<file path="src/rtl/fd_skid_reg_if.sv">
// Fetch->decode handshake bundle: fetch-side push, decode-side head view, and the flush from execute.
interface fd_skid_reg_if #(
   parameter int XLEN = 32,
   parameter int ILEN = 32
);
   logic            flush;
   logic            f_valid;
   logic            f_ready;
   logic [ILEN-1:0] f_instr;
   logic [XLEN-1:0] f_pc;
   logic [XLEN-1:0] f_pc4;
   logic            d_valid;
   logic            d_ready;
   logic [ILEN-1:0] d_instr;
   logic [XLEN-1:0] d_pc;
   logic [XLEN-1:0] d_pc4;
   logic [2:0]      d_immsrc;

   modport slave (
      input  flush, f_valid, f_instr, f_pc, f_pc4, d_ready,
      output f_ready, d_valid, d_instr, d_pc, d_pc4, d_immsrc
   );

   modport master (
      output flush, f_valid, f_instr, f_pc, f_pc4, d_ready,
      input  f_ready, d_valid, d_instr, d_pc, d_pc4, d_immsrc
   );
endinterface

</file>
<file path="src/rtl/fd_skid_reg.sv">
// Fetch->decode register with a 2-entry skid FIFO; f_ready is registered so decode stalls never
// reach fetch combinationally. Entry 0 (_p0) is the head, entry 1 (_p1) the skid slot.
module fd_skid_reg #(
   parameter int              XLEN = 32,
   parameter int              ILEN = 32,
   parameter logic [ILEN-1:0] NOP  = 32'h0000_0013
) (
   input  logic        clk,
   input  logic        rst,
   fd_skid_reg_if.slave bus
);

   function automatic logic [2:0] imm_fmt(input logic [6:0] opcode);
      case (opcode)
         7'b0000011, 7'b0010011, 7'b1100111, 7'b1110011: imm_fmt = 3'b000;
         7'b0100011:                                     imm_fmt = 3'b001;
         7'b1100011:                                     imm_fmt = 3'b010;
         7'b1101111:                                     imm_fmt = 3'b011;
         7'b0110111, 7'b0010111:                         imm_fmt = 3'b100;
         default:                                        imm_fmt = 3'b000;
      endcase
   endfunction

   logic [1:0]      count;
   logic [1:0]      count_next;
   logic            f_ready;
   logic            vld_p0;
   logic            push;
   logic            pop;
   logic [ILEN-1:0] instr_p0, instr_p1;
   logic [XLEN-1:0] pc_p0, pc_p1;
   logic [XLEN-1:0] pc4_p0, pc4_p1;

   assign vld_p0 = (count != 2'd0);
   assign push   = bus.f_valid & f_ready;
   assign pop    = vld_p0 & bus.d_ready;

   always_comb begin
      count_next = count;
      if (bus.flush) begin
         count_next = 2'd0;
      end else begin
         case ({push, pop})
            2'b10:   count_next = count + 2'd1;
            2'b01:   count_next = count - 2'd1;
            default: count_next = count;
         endcase
      end
   end

   // Control state: occupancy and the registered ready
   always_ff @(posedge clk or negedge rst) begin
      if (!rst) begin
         count   <= 2'd0;
         f_ready <= 1'b1;
      end else begin
         count   <= count_next;
         f_ready <= (count_next != 2'd2);
      end
   end

   // Entry storage is unreset: every output is masked by vld_p0, so stale contents never escape
   always_ff @(posedge clk) begin
      if (push && (count == 2'd0 || (count == 2'd1 && pop))) begin
         instr_p0 <= bus.f_instr;
         pc_p0    <= bus.f_pc;
         pc4_p0   <= bus.f_pc4;
      end else if (push && count == 2'd1) begin
         instr_p1 <= bus.f_instr;
         pc_p1    <= bus.f_pc;
         pc4_p1   <= bus.f_pc4;
      end else if (pop && count == 2'd2) begin
         instr_p0 <= instr_p1;
         pc_p0    <= pc_p1;
         pc4_p0   <= pc4_p1;
      end
   end

   assign bus.f_ready  = f_ready;
   assign bus.d_valid  = vld_p0;
   assign bus.d_instr  = vld_p0 ? instr_p0 : NOP;
   assign bus.d_pc     = vld_p0 ? pc_p0 : '0;
   assign bus.d_pc4    = vld_p0 ? pc4_p0 : '0;
   assign bus.d_immsrc = vld_p0 ? imm_fmt(instr_p0[6:0]) : 3'b000;

endmodule
</file>
<file path="src/flat_wrapper.sv">
// flat-port wrapper written by rule: the top's interface ports become plain ports
module fd_skid_reg_flat 
#(
   parameter int              XLEN = 32,
   parameter int              ILEN = 32,
   parameter logic [ILEN-1:0] NOP  = 32'h0000_0013
)
  (clk, rst, bus_flush, bus_f_valid, bus_f_instr, bus_f_pc, bus_f_pc4, bus_d_ready, bus_f_ready, bus_d_valid, bus_d_instr, bus_d_pc, bus_d_pc4, bus_d_immsrc);
  fd_skid_reg_if #(.XLEN(XLEN), .ILEN(ILEN)) bus_i ();
  input  logic clk;
  input  logic rst;
  input wire logic [$bits(bus_i.flush)-1:0] bus_flush;
  input wire logic [$bits(bus_i.f_valid)-1:0] bus_f_valid;
  input wire logic [$bits(bus_i.f_instr)-1:0] bus_f_instr;
  input wire logic [$bits(bus_i.f_pc)-1:0] bus_f_pc;
  input wire logic [$bits(bus_i.f_pc4)-1:0] bus_f_pc4;
  input wire logic [$bits(bus_i.d_ready)-1:0] bus_d_ready;
  output wire logic [$bits(bus_i.f_ready)-1:0] bus_f_ready;
  output wire logic [$bits(bus_i.d_valid)-1:0] bus_d_valid;
  output wire logic [$bits(bus_i.d_instr)-1:0] bus_d_instr;
  output wire logic [$bits(bus_i.d_pc)-1:0] bus_d_pc;
  output wire logic [$bits(bus_i.d_pc4)-1:0] bus_d_pc4;
  output wire logic [$bits(bus_i.d_immsrc)-1:0] bus_d_immsrc;
  assign bus_i.flush = bus_flush;
  assign bus_i.f_valid = bus_f_valid;
  assign bus_i.f_instr = bus_f_instr;
  assign bus_i.f_pc = bus_f_pc;
  assign bus_i.f_pc4 = bus_f_pc4;
  assign bus_i.d_ready = bus_d_ready;
  assign bus_f_ready = bus_i.f_ready;
  assign bus_d_valid = bus_i.d_valid;
  assign bus_d_instr = bus_i.d_instr;
  assign bus_d_pc = bus_i.d_pc;
  assign bus_d_pc4 = bus_i.d_pc4;
  assign bus_d_immsrc = bus_i.d_immsrc;
  fd_skid_reg #(.XLEN(XLEN), .ILEN(ILEN), .NOP(NOP)) u_core (.clk(clk), .rst(rst), .bus(bus_i));
endmodule
</file>
<file path="config.mk">
export PLATFORM = sky130hd
export DESIGN_NAME = fd_skid_reg_flat
export DESIGN_NICKNAME = d
export VERILOG_FILES = /design/src/rtl/fd_skid_reg_if.sv /design/src/rtl/fd_skid_reg.sv /design/src/flat_wrapper.sv
export SDC_FILE = /design/constraint.sdc
export NUM_CORES = 1
export LEC_CHECK = 0
export ABC_AREA = 1
export BUFFER_PORTS_ARGS = -buffer_cell sky130_fd_sc_hd__buf_4
export CORE_ASPECT_RATIO = 1.4
export CORE_MARGIN = 4
export CORE_UTILIZATION = 59
export CTS_BUF_LIST = sky130_fd_sc_hd__clkbuf_4 sky130_fd_sc_hd__clkbuf_8
export DETAILED_ROUTE_END_ITERATION = 12
export PLACE_DENSITY = 0.88
export SYNTH_ARGS = -nofsm -noshare
export SYNTH_HDL_FRONTEND = slang
export SYNTH_SLANG_ARGS = --single-unit
</file>
<file path="constraint.sdc">
create_clock -name clk -period 9.08 [get_ports clk]
set_clock_uncertainty 0.1 [all_clocks]
set_input_delay 0.454 -clock clk [delete_from_list [all_inputs] [get_ports clk]]
set_output_delay 0.454 -clock clk [all_outputs]
set_load 0.005 [all_outputs]
</file>
==> After elaboration in Yosys (flattened, before gate mapping) <==
Index checks and enable logic that the tools add are counted.
{ "classes": {"reduce_logical": 11, "bitwise": 3, "n_mux": 16, "eq_ne": 11, "add_sub_neg": 2} }
{ "op_table": {"columns": ["cell", "count"], "rows": [
  ["$mux 32", 12],
  ["$eq 7x6->1 const B", 2],
  ["$eq 7x7->1 const B", 2],
  ["$pmux 3 s4", 1],
  ["$eq 7x5->1 const B", 1],
  ["$eq 2x1->1 const B", 2],
  ["$eq 2x2->1 const B", 2],
  ["$logic_and 1x1->1", 4],
  ["$pmux 2 s2", 1],
  ["$reduce_and 2->1", 2],
  ["$reduce_bool 2->1", 2],
  ["$mux 3", 1],
  ["$add 2x1->2 const B", 1],
  ["$and 1x1->1", 2],
  ["$logic_not 2->1", 1],
  ["$mux 2", 1],
  ["$ne 2x1->1 const B", 1],
  ["$ne 2x2->1 const B", 1],
  ["$reduce_or 2->1", 1],
  ["$sub 2x1->2 const B", 1],
  ["$logic_or 1x1->1", 1],
  ["$not 1->1", 1]
]} }
{ "totals": {"word_cells": 51, "in_bits": 101, "out_inout_bits": 101, "register_bits": 195} }

==> Depth between registers and ports, before layout <==
Gate-level depths: netlist of the first run.
{ "depth": {"depth_word": 7, "ltp_mapped": 12, "mapped_depth_nobuf": 11} }

==> Worst setup path before layout of the first run <==
Ideal clock, no wire load.
{ "synth_timing": {"path_kind": "reg-to-reg", "start": "register u_core.count[0]", "end": "register u_core.instr_p1[0] (enable)", "synth_period_minus_slack_ns": 5.567, "required_time_ns": 8.427, "arrival_time_ns": 4.914, "stages_incl_launch_ff": 7, "setup_ns": 0.553, "n_path_buf": 1, "slack_ns": 3.513, "path_cell_list": "dfrtp_1 > inv_1 > ha_1 > buf_4 > inv_4 > nand2_2 > nor2_1"} }
{ "synth_via": {"elab_chain_cells": 7, "word_cells_on_any_way": 10, "classes_between": "eq/ne (1); bitwise (2); reduce/logical (7)"} }
{ "synth_rtl": {"columns": ["item", "line", "source"], "rows": [
  ["from (decl)", "fd_skid_reg.sv:24", "logic [1:0] count;"],
  ["from (signal assigned)", "fd_skid_reg.sv:57", "count <= count_next;"],
  ["$reduce_bool 2->1", "fd_skid_reg.sv:34", "assign vld_p0 = (count != 2'd0);"],
  ["net bus_d_valid", "flat_wrapper.sv:19", "output wire logic [$bits(bus_i.d_valid)-1:0] bus_d_valid;"],
  ["$and 1x1->1", "fd_skid_reg.sv:36", "assign pop = vld_p0 & bus.d_ready;"],
  ["$logic_and 1x1->1", "fd_skid_reg.sv:64", "if (push && (count == 2'd0 || (count == 2'd1 && pop))) begin"],
  ["$logic_or 1x1->1", "fd_skid_reg.sv:64", null],
  ["$logic_and 1x1->1", "fd_skid_reg.sv:64", null],
  ["$not 1->1 (no line)", null, null],
  ["$reduce_and 2->1 (no line)", null, null],
  ["to (signal assigned)", "fd_skid_reg.sv:69", "instr_p1 <= bus.f_instr;"],
  ["to (decl)", "fd_skid_reg.sv:30", "logic [ILEN-1:0] instr_p0, instr_p1;"]
]} }
The timed path passes the listed nets, and every way through them passes these cells.
A chain may end at the register's enable or synchronous reset.

==> Final worst setup path of the first run <==
{ "layout_timing": {"start": "register u_core.count[0]", "end": "register u_core.pc_p0[19] (data pin)"} }
{ "layout_via": {"elab_chain_cells": 6, "word_cells_on_any_way": 8, "classes_between": "eq/ne (1); mux (1); bitwise (1); reduce/logical (5)"} }
{ "layout_rtl": {"columns": ["item", "line", "source"], "rows": [
  ["$reduce_bool 2->1", "fd_skid_reg.sv:34", null],
  ["$and 1x1->1", "fd_skid_reg.sv:36", null],
  ["$logic_and 1x1->1", "fd_skid_reg.sv:64", null],
  ["$logic_or 1x1->1 (*)", "fd_skid_reg.sv:64", null],
  ["$logic_and 1x1->1 (*)", "fd_skid_reg.sv:64", null],
  ["$mux 32 (*)", "fd_skid_reg.sv:64", null],
  ["to (signal assigned)", "fd_skid_reg.sv:66", "pc_p0 <= bus.f_pc;"],
  ["to (signal assigned)", "fd_skid_reg.sv:74", "pc_p0 <= pc_p1;"],
  ["to (decl)", "fd_skid_reg.sv:31", "logic [XLEN-1:0] pc_p0, pc_p1;"]
]} }
Mark *: on every way between the ends. The rest lies on a longest branch, timed or not.

==> metrics.md, run 1 <==
| Metric | Value |
|---|---|
| Status | completed |
| Post-Syn Area | just over 0.008 sq mm |
| Clk buf depth | 2 |
| Final Non-Filler Cells | between 1000 and 1500 |
| Sequential element share of the synthesized area | between 70% and 80% |
| Layout Utilization | between 70% and 80% |
| IO buf count | between 200 and 250 |
| Worst slew margin | slightly below 30% |
| Wirelength per Cell | approximately 15 um |
| #FFs+latches synth | about 200 |
| Inst Count DP | about 1100 |
| HP Start | bus_flush |
| RePlAce Congestion | just over 0.8 |
| Total GRT Usage | a little over a fifth |
| First-pass GRT wire length | 26400 um |
| Largest net degree at the start of global routing | 97 |
| Post-DP Area | approximately 0.0097 sq mm |
| Ports | 202 |
| Crit path DAT | 4.26 ns |
| RSZ-0062 raised after global routing | false |
| Critical path required time | between 9 and 10 ns |
| Row Count | 50 |
| Sum of negative setup slack | 0 ns |
| Critical path fanouts, max | 96 |
| Initial Util | 60.5% |
| Pwr/cell area | roughly 320 mW/mm^2 |
| Core area | about 0.013 sq mm |
| Tmin final | about 4.1 ns |
| Total gr overflow | 0 |
| Cts bufs inserted | 17 |
| Syn Nets | 862 |
| Drc violations | 0 |
| Number of global-route vias before repair | 5607 |
| CTS tree | yes |
| Final net count | 1056 |
| Tcrit/Tclk final | approximately 45% |
| Final Max Slew Viols | 0 |
| Die X-Extent | around 110 um |
| Maxcap violations | 0 |
| Setup Viol. Count Final | 0 |
| Final Hold Viols | 0 |
| Startpoint Class | flop |
| Clock latency on the worst-skew pair | 0.44 ns |
| Crit path from | u_core.count[0] |
| Fraction of layout cells with a size suffix above 1 | between 20% and 30% |
| Fmax | roughly 250 MHz |
| Worst Max-Slew Pin Slew | about 1.1 ns |
| Die H | around 150 um |
| Via count | between 5000 and 6000 |
| Synth cell types | 21 |
| Hpwl dp | between 10000 and 15000 um |
| Critical path endpoint category | flop |
| YS warnings | 0 |
| DIE AREA | 0.0157 sq mm |
| Initial antenna violation count | 0 |
| Design area | 0.0101 sq mm |
| ANT cells | 0 |
| Clock Sinks | between 150 and 200 |
| CTS root buf | clkbuf_8 |
| Worst r2r src | u_core.count[0] |
| Antenna viol nets, final | 0 |
| Area Overhead vs Synth | 24.8% |
| DR iter-0 viols | roughly 280 |
| Vias per cell | between 4 and 5 |
| P_leak | ~4.7 nW |
| Min-delay worst type | in2reg |
| Postcts setup bufs | 0 |
| H-tree levels | 4 |
| Gate count of the mapped netlist | between 700 and 800 |
| Synthesized area per cell | ~11 sq um |
| Number of detailed-routing iterations run before antenna repair | 4 |
| Final WL | approximately 17000 um |
| Critical path class | reg2reg |
| Highest ir drop seen on vdd | 197 uV |
| Clock-pin slew on the worst setup and hold paths | approximately 0.09 ns |
worst max-delay path, stage by stage, from the launching register on:
cell	delay, ns
dfrtp_1	0.42
inv_1	0.13
ha_4	0.84
inv_4	0.08
nand2_2	0.17
nand2_4	0.24
buf_4	0.44
inv_2	0.65
buf_4	0.57
nand2_1	0.12
nand2_1	0.09
synth_stat cells:
master	n	share of area (%)
or2_2	2	0.15
ha_1	5	0.77
nor3_1	1	0.062
a21boi_0	1	0.093
inv_1	101	4.7
edfxtp_1	192	71
nand3_1	2	0.12
o21bai_1	1	0.093
nand2_1	308	14
clkbuf_1	4	0.19
dfstp_2	1	0.32
nor2_1	103	4.8
buf_2	17	1.1
inv_4	1	0.077
dfrtp_1	2	0.62
nand2_2	1	0.077
buf_6	5	0.70
inv_2	2	0.093
nand2_4	1	0.14
a21oi_1	1	0.062
buf_4	5	0.46
registers in the layout (all words and copies together), names as in the netlist:
name,count
u_core.pc_p0,32
u_core.instr_p0,32
u_core.pc_p1,32
u_core.pc4_p1,32
u_core.pc4_p0,32
u_core.count,2
u_core.bus.f_ready,1
u_core.instr_p1,32
cell type report:
class                   instances  area, sq um
fillers                       919         3280
clock buffers                  19          249
repair buffers                206         1550
well taps                     182          228
multi-input cells             426         1700
inverters                     104          393
clock inverters                13          148
flip-flops and latches        195         5840
logic make-up (layout without fill, tap and decap cells):
| family | Yosys count | count (layout) | share of synthesized area [%] |
|---|---|---|---|
| AOI/OAI and AO/OA | 3 | 3 | 0.247 |
| adders and majority gates | 5 | 5 | 0.772 |
| buffers and inverters | 135 | 342 | 7.25 |
| DFF | 195 | 195 | 72.1 |
| and+or+nand+nor | 418 | 418 | 19.6 |
layout by cell type, fill, tap and decap left out, types with 4 or more instances in the layout:
cell type	count
inv_6	4
ha_1	4
nand2_1	307
edfxtp_1	192
nor2_1	102
buf_4	205
inv_1	101
clkbuf_8	17
report_power, final:
part           total [mW]  internal [mW]  leakage, nW  switching [mW]
sequential           1.42           1.35         1.82          0.0674
combinational        1.25          0.486         2.69           0.765
clock               0.556          0.256        0.198           0.300
per-layer routing:
metal / global-route usage (%) / wire, um / up-vias
li1: - / - / 2744
met1: 23.9 / 6110 / 2553
met2: 38.3 / 9050 / 210
met3: 5.35 / 1060 / 35
met4: 9.28 / 512 / 0
met5: 0 / 0 / -
metrics by stage:
stage	power (mW)	hold slack (ns)	setup WS [ns]
finish	3.23	0.0787	5.03
detailed placement	2.71	0.150	5.01
global route	3.45	0.0497	4.69
CTS	3.26	0.0616	4.98
global placement	2.64	0.145	5.16
floorplan	2.18	0.0584	3.51
path summary, 6_finish.rpt:
kind	end	slack [ns]	cells past startpoint
min reg2reg	u_core.instr_p0[12]	0.42	2
max	u_core.pc_p0[19]	5.03	10
min in group asynchronous	u_core.count[1]	0.23	2
max in group asynchronous	u_core.bus.f_ready	8.46	2
min	u_core.count[0]	0.08	2
max reg2reg	u_core.pc_p0[19]	5.03	10
timing repair:
item,in CTS,in global routing
hold buffers,1,0
endpoints found under the hold margin,3,0
gates resized for setup,0,0
(Power assumes the default switching activity.)
==> run 2, diff against run 1 <==
Settings changed: ABC_AREA 1 to 0, CORE_UTILIZATION 59 to 55, PLACE_DENSITY 0.88 to 0.83.
Clock period 9.08 ns to 3.8 ns, I/O delays scaled along.
==> run 2 against run 1 <==
  * Non-clock buffer count rose by 99
  * Clock power rose to 2.5 times the previous value
  * Core utilization rose by 3.3 points
  * Area after synthesis fell by 1.1%
  * Sequential cell count did not move
  * Final cell count fell by 18%
  * Worst hold slack improved by 0.070 ns
  * Sequential share of layout area fell by 5.2 points
  * First-iteration DRC count fell by 0.36%
  * Maximum frequency rose by 47%
  * Largest power group unchanged
  * Count of clock-buffer cells in the layout fell by 1
  * Highest routed layer unchanged
  * Critical path type unchanged
==> metrics.md, run 2 <==
| Metric | Value |
|---|---|
| Final net count | 852 (-19%) |
| Final Hold Viols | 0 (unchanged) |
| Total gr overflow | 0 (unchanged) |
| Via count | 4845 (-13%) |
| Min-delay worst type | in2async |
| RePlAce Congestion | 0.781 (-2.9%) |
| Antenna viol nets, final | 0 (unchanged) |
| Crit path buffers/inverters | 2 (-3) |
| Hpwl dp | 10900 um (-6.2%) |
| Die X-Extent | 110 um (+2.8%) |
| Setup Viol. Count Final | 0 (unchanged) |
| Post-synth top area cell | edfxtp_1 |
| CTS tree | yes |
| Final WL | 18500 um (+11%) |
| Number of enable flip-flop cells after synthesis | 192 (unchanged) |
| Largest net degree at the start of global routing | 97 (unchanged) |
| Post-synth top flop | edfxtp_1 |
| Clock Sinks | 195 (unchanged) |
| Ports | 202 (unchanged) |
| H-tree levels | 4 (unchanged) |
| Fmax | 362 MHz (+47%) |
| Area Overhead vs Synth | 38.7% |
| FILL cells | 756 (-18%) |
| Number of detailed-routing iterations run before antenna repair | 4 (unchanged) |
| Highest ir drop seen on vdd | 408 uV (+110%) |
| YS warnings | 0 (unchanged) |
| P_leak | 4.27 nW (-9.5%) |
| Share of the synthesized area in the top cell type | 72.0% (+0.82 points) |
| Row Count | 51 (+2.0%) |
| Design area | 0.0111 sq mm (+9.9%) |
| Synth cell types | 27 (+29%) |
| Synthesized area per cell | 18.1 sq um (+69%) |
| Critical path required time | 3.82 ns (-5.46 ns) |
| Worst Max-Slew Pin Slew | 0.753 ns (-0.301 ns) |
| Status | completed |
| Number of global-route vias before repair | 5167 (-7.8%) |
| CTS root buf | clkbuf_8 |
| Critical path endpoint category | flop |
| #FFs+latches synth | 195 (unchanged) |
| Routing usage on met3 | 4.50% (-0.85 points) |
| Most common cell after layout, fill and taps aside | buf_4 |
| Clk buf depth | 2 (unchanged) |
| ANT cells | 0 (unchanged) |
| Most frequent cells in the layout | 204 x buf_4, 192 x edfxtp_1, 99 x dlygate4sd3_1 |
| Slowest cell on the critical path | a31o_4 |
| Dominant cells by area after synthesis | edfxtp_1 72%, mux2_2 9.6%, nor2b_1 7.3% |
| WHS | 0.148 ns (+0.0698 ns) |
| DIE AREA | 0.0166 sq mm (+5.7%) |
| Tmin final | 2.76 ns (-1.29 ns) |
| Sequential element share of the synthesized area | 73.0% (+0.83 points) |
| Gate count of the mapped netlist | 442 (-42%) |
| Startpoint Class | flop |
| Core area | 0.0141 sq mm (+5.3%) |
| Syn Nets | 548 (-36%) |
| DR iter-0 viols | 275 (-0.36%) |
| Global route hottest layer | met2 |
| Peak per-stage delay on the critical path | 0.61 ns (-0.23 ns) |
| Clock-pin slew on the worst setup and hold paths | 0.10 ns (about the same) |
| Drc violations | 0 (unchanged) |
| Post-Syn Area | 0.00801 sq mm (-1.1%) |
| Fin worst setup slack | 1.04 ns (-3.99 ns) |
| PostCTS Resize Cnt | 0 (unchanged) |
| First-pass GRT wire length | 28100 um (+6.6%) |
| Fraction of layout cells with a size suffix above 1 | 45.3% (+20 points) |
| RSZ-0062 raised after global routing | false |
| Maxcap violations | 0 (unchanged) |
| Sum of negative setup slack | 0 ns (unchanged) |
| Initial antenna violation count | 0 (unchanged) |
| Cell family with most CP delay | compound AO/OA/AOI/OAI gates |
| Tot Pwr | 6.74 mW (+110%) |
| Total GRT Usage | 22.9% (+1.5 points) |
| Vias per cell | 5.13 (+6.0%) |
| IO buf count | 201 (unchanged) |
| Top-count cell post-synth | edfxtp_1 |
| Wirelength per Cell | 19.6 um (+34%) |
| Worst slew margin | 49.8% (+20 points) |
| Post-DP Area | 0.00970 sq mm (about the same) |
| Final Max Slew Viols | 0 (unchanged) |
| Crit path DAT | 2.78 ns (-1.48 ns) |
| Tcrit/Tclk final | 72.7% (+28 points) |
| GR Util met2 | 40.5% (+2.2 points) |
| Critical path class | reg2reg |
| Cts bufs inserted | 17 (unchanged) |
| Commonest cells post-synth | 192 x edfxtp_1, 93 x nor2b_1, 68 x mux2_2 |
| DP Worst Slack | 1.04 ns (-3.97 ns) |
| Initial Util | 56.8% (-3.7 points) |
| Pwr/cell area | 607 mW/mm^2 (+90%) |
| GRT met1 Usage | 26.6% (+2.7 points) |
| Critical path, cell by cell | inv_1 -> ha_4 -> a21oi_2 -> nor2_4 -> a31o_4 -> buf_4 |
| Clock latency on the worst-skew pair | 0.45 ns (about the same) |
| Critical path fanouts, max | 51 (-47%) |
| FFs w/ async S/R, synth | 1.54% (unchanged) |
| Die H | 151 um (+2.8%) |
## run 2: cell types whose count changed in the layout (fill, tap and decap cells not counted), moves of 29 or more
| cell | delta |
|---|---|
| dlygate4sd3_1 | +98 |
| mux2_2 | +68 |
| inv_1 | -94 |
| nor2_1 | -101 |
| mux2_4 | +29 |
| nand2_1 | -300 |
| nor2b_1 | +93 |
## run 2: report_power, final
| group | switching (mW) | total [mW] | internal (mW) |
|---|---|---|---|
| logic | 1.14 | 2.35 | 1.21 |
| registers | 0.109 | 3.01 | 2.90 |
| clock network | 0.771 | 1.39 | 0.616 |
## run 2: worst register-to-register path, stage by stage (launching register included)
cell     delay [ns]
dfrtp_1        0.40
inv_1          0.15
ha_4           0.47
a21oi_2        0.10
nor2_4         0.14
a31o_4         0.61
buf_4          0.45
## run 2: stage by stage
step / util, % / std cells
floorplan: - / 442
global placement: 68.8 / 813
detailed placement: 68.8 / 813
CTS: 78.8 / 944
global route: 78.8 / 944
finish: 78.8 / 944
## run 2: kinds of logic (layout without fill, tap and decap cells)
| family | after synthesis | count (layout) | synth area share, % |
|---|---|---|---|
| flip-flops | 195 | 195 | 73.0 |
| adder cells (fa/ha/maj) | 5 | 5 | 0.781 |
| XOR/XNOR | 1 | 1 | 0.109 |
| multiplexers | 98 | 98 | 15.1 |
| buffers and inverters | 27 | 344 | 2.06 |
| AND/OR/NAND/NOR | 111 | 111 | 8.44 |
| AO/OA/AOI/OAI | 5 | 5 | 0.516 |
## run 2: routing by layer
metal  vias up  part of all wire [%]
met1      2392                    37
li1       2243                     -
met5         -                     0
met4         0                   2.9
met3        42                   4.9
met2       168                    56
## run 2: cell type report
class	count	area (sq um)	share of cell area (%)
Clock buffer	18	241	2.17
Clock inverter	14	171	1.54
Inverter	7	26.3	0.237
Multi-Input combinational cell	220	2030	18.3
Sequential cell	195	5840	52.6
Tap cell	185	231	2.08
Timing Repair Buffer	305	2560	23.1
## run 2: path summary, 6_finish.rpt
kind,depth (start not counted),startpoint,slack (ns),end
min in group clk,3,bus_d_ready,0.25,u_core.instr_p1[23]
min,2,rst,0.15,u_core.bus.f_ready
max in group asynchronous,3,rst,2.91,u_core.count[0]
min reg2reg,1,u_core.instr_p1[13],0.45,u_core.instr_p0[13]
max,6,u_core.count[0],1.04,u_core.pc4_p0[21]
max reg2reg,6,u_core.count[0],1.04,u_core.pc4_p0[21]
## run 2: what timing repair did
item | 4_1_cts | 5_1_grt
hold endpoints to repair | 198 | 0
hold buffers | 99 | 0
buffers inserted | 0 | 0
==> run 3, diff against run 2 <==
Clock period 3.8 ns to 2.64 ns, I/O delays scaled along.
==> run 3 against run 2 <==
  * Design area is 0.10% lower
  * Critical path depth is 1 higher
  * Sequential cell count stayed put
  * Critical endpoint is now bus_d_immsrc[2]
  * Highest routed layer unchanged
  * Largest power group unchanged
  * Clock power is 22% higher
  * Core utilization is 0.080 points lower
  * Wire length is 0.97% lower
  * Non-clock buffer count is 4 higher
  * Global-route usage is 0.052 points lower
  * Via count is 0.37% lower
  * Power is 41% higher
  * Sequential power is 44% higher
==> metrics.md, run 3 (synthesis results as in run 2) <==
| Metric | Value |
|---|---|
| Cts bufs inserted | 17 (unchanged) |
| Comb pwr share | 36.3% (+1.5 points) |
| Number of global-route vias before repair | 5339 (+3.3%) |
| Switching share of total power | 29.3% (-0.60 points) |
| P_leak | 4.26 nW (-0.14%) |
| Largest net degree at the start of global routing | 57 (-41%) |
| Hpwl dp | 11500 um (+5.2%) |
| CTS tree | yes |
| Area occupied by multi-input gates | 0.00204 sq mm (+0.37%) |
| Core area | 0.0141 sq mm (unchanged) |
| Final Max Slew Viols | 0 (unchanged) |
| Register area | 0.00584 sq mm (unchanged) |
| Final net count | 856 (+0.47%) |
| Antenna viol nets, final | 0 (unchanged) |
| Most common cell after layout, fill and taps aside | buf_4 |
| Critical path endpoint category | primary output |
| CTS root buf | clkbuf_8 |
| Tot Pwr | 9.48 mW (+41%) |
| Setup Viol. Count Final | 0 (unchanged) |
| Critical path required time | 2.41 ns (-1.41 ns) |
| H-tree levels | 4 (unchanged) |
| Highest ir drop seen on vdd | 582 uV (+42%) |
| Startpoint Class | flop |
| Crit path DAT | 2.12 ns (-0.66 ns) |
| Row Count | 51 (unchanged) |
| DR iter-0 viols | 214 (-22%) |
| Crit path from | u_core.count[0] |
| Status | completed |
| Total gr overflow | 0 (unchanged) |
| Wirelength per Cell | 19.4 um (-1.5%) |
| Clock latency on the worst-skew pair | 0.45 ns (about the same) |
| Clk buf depth | 2 (unchanged) |
| Tmin final | about 2.3 ns |
| WHS | 0.0985 ns (-0.0500 ns) |
| Number of detailed-routing iterations run before antenna repair | 4 (unchanged) |
| Worst r2r src | u_core.count[0] |
| Area Overhead vs Synth | 38.6% |
| RSZ-0062 raised after global routing | false |
| Total GRT Usage | 22.9% (-0.052 points) |
| Most frequent cells in the layout | 206 x buf_4, 192 x edfxtp_1, 99 x dlygate4sd3_1 |
| First-pass GRT wire length | 28200 um (+0.27%) |
| Final WL | 18400 um (-0.97%) |
| R2R depth | 7 (+1) |
| Clock Sinks | 195 (unchanged) |
| Die X-Extent | 110 um (unchanged) |
| Fmax | roughly 430 MHz |
| Drc violations | 0 (unchanged) |
| Reg power frac | 45.7% (+1.1 points) |
| Fraction of layout cells with a size suffix above 1 | 45.5% (+0.16 points) |
| Pwr/cell area | 854 mW/mm^2 (+41%) |
| Reg2reg setup slack | 0.54 ns (-0.50 ns) |
| Critical path class | reg2out |
| Postcts setup bufs | 0 (unchanged) |
| Initial Util | 56.8% (unchanged) |
| DIE AREA | 0.0166 sq mm (unchanged) |
| IO buf count | 201 (unchanged) |
| Via count | 4827 (-0.37%) |
| Clock-pin slew on the worst setup and hold paths | 0.09 ns (about the same) |
| Pint | 6.70 mW (+42%) |
| RePlAce Congestion | 0.798 (+2.1%) |
| Sw Pwr | 2.78 mW (+38%) |
| Final Hold Viols | 0 (unchanged) |
| Tcrit/Tclk final | 88.9% |
| FF-to-FF End | u_core.pc_p0[21] |
| Worst Max-Slew Pin Slew | 0.559 ns (-0.194 ns) |
| FILL cells | 786 (+4.0%) |
| Vias per cell | 5.09 (-0.90%) |
| Critical path fanouts, max | 53 (+3.9%) |
| Min-delay worst type | in2async |
| Die H | 151 um (unchanged) |
| Ports | 202 (unchanged) |
| Worst slew margin | 62.7% (+13 points) |
| Clock share of power | 18.0% (-2.6 points) |
| Maxcap violations | 0 (unchanged) |
| Initial antenna violation count | 1 (+1) |
[run 3: cell types whose count changed in the layout (fill, tap and decap cells not counted), moves of 3 or more]
cell / change
inv_8: -3
clkinv_4: -3
clkinv_1: +5
clkinv_2: +4
[run 3: worst max path at each step]
stage,to,cells past startpoint
CTS,bus_d_immsrc[2],7
finish,bus_d_immsrc[2],7
global route,bus_d_immsrc[2],7
floorplan,u_core.instr_p1[0],4
global placement,u_core.instr_p0[16],6
detailed placement,u_core.instr_p0[10],7
[run 3: worst max-delay path: stages, from the launching register on]
cell     delay (ns)
dfrtp_1        0.40
inv_2          0.08
ha_4           0.19
buf_4          0.29
nor2b_1        0.25
nand2_1        0.08
nor4_1         0.18
buf_4          0.18
[run 3: power by group through the flow]
stage	clock [mW]	sequential (mW)	combinational, mW
final	1.70	4.33	3.44
after global routing	1.87	4.38	3.71
after CTS	1.74	4.31	3.44
after detailed placement	0	4.38	3.32
after global placement	0	4.35	3.21
after floorplan	0	4.33	1.94
[run 3: final cells by class]
class	count	share of cell area, %
Antenna cell	1	0.0226
Clock buffer	18	2.18
Clock inverter	14	0.857
Inverter	7	0.237
Multi-Input combinational cell	220	18.4
Sequential cell	195	52.7
Tap cell	185	2.09
Timing Repair Buffer	309	23.6
[run 3: metal layers]
metal | vias up | share of wire, % | GRT usage, % | wire length [um]
met1 | 2381 | 38 | 26.4 | 6960
met3 | 43 | 5.3 | 5.58 | 967
met4 | 0 | 3.2 | 9.98 | 585
li1 | 2244 | - | - | -
met2 | 159 | 54 | 40.0 | 9860
met5 | - | 0 | 0 | 0
[run 3: what timing repair did]
action,4_1_cts,5_1_grt
hold buffers,99,0
endpoints found under the hold margin,198,0
resized for setup,0,0
[run 3: stage by stage]
step	util (%)	setup TNS (ns)	cell area (sq um)	setup slack [ns]	cells
4_1_cts	78.7	0	11100	0.283	948
3_3_place_gp	69.2	0	9770	0.632	817
5_1_grt	78.7	0	11100	0.122	949
2_1_floorplan	-	-91.50	8060	-0.953	442
3_5_place_dp	69.2	0	9770	0.562	817
6_report	78.7	0	11100	0.293	949
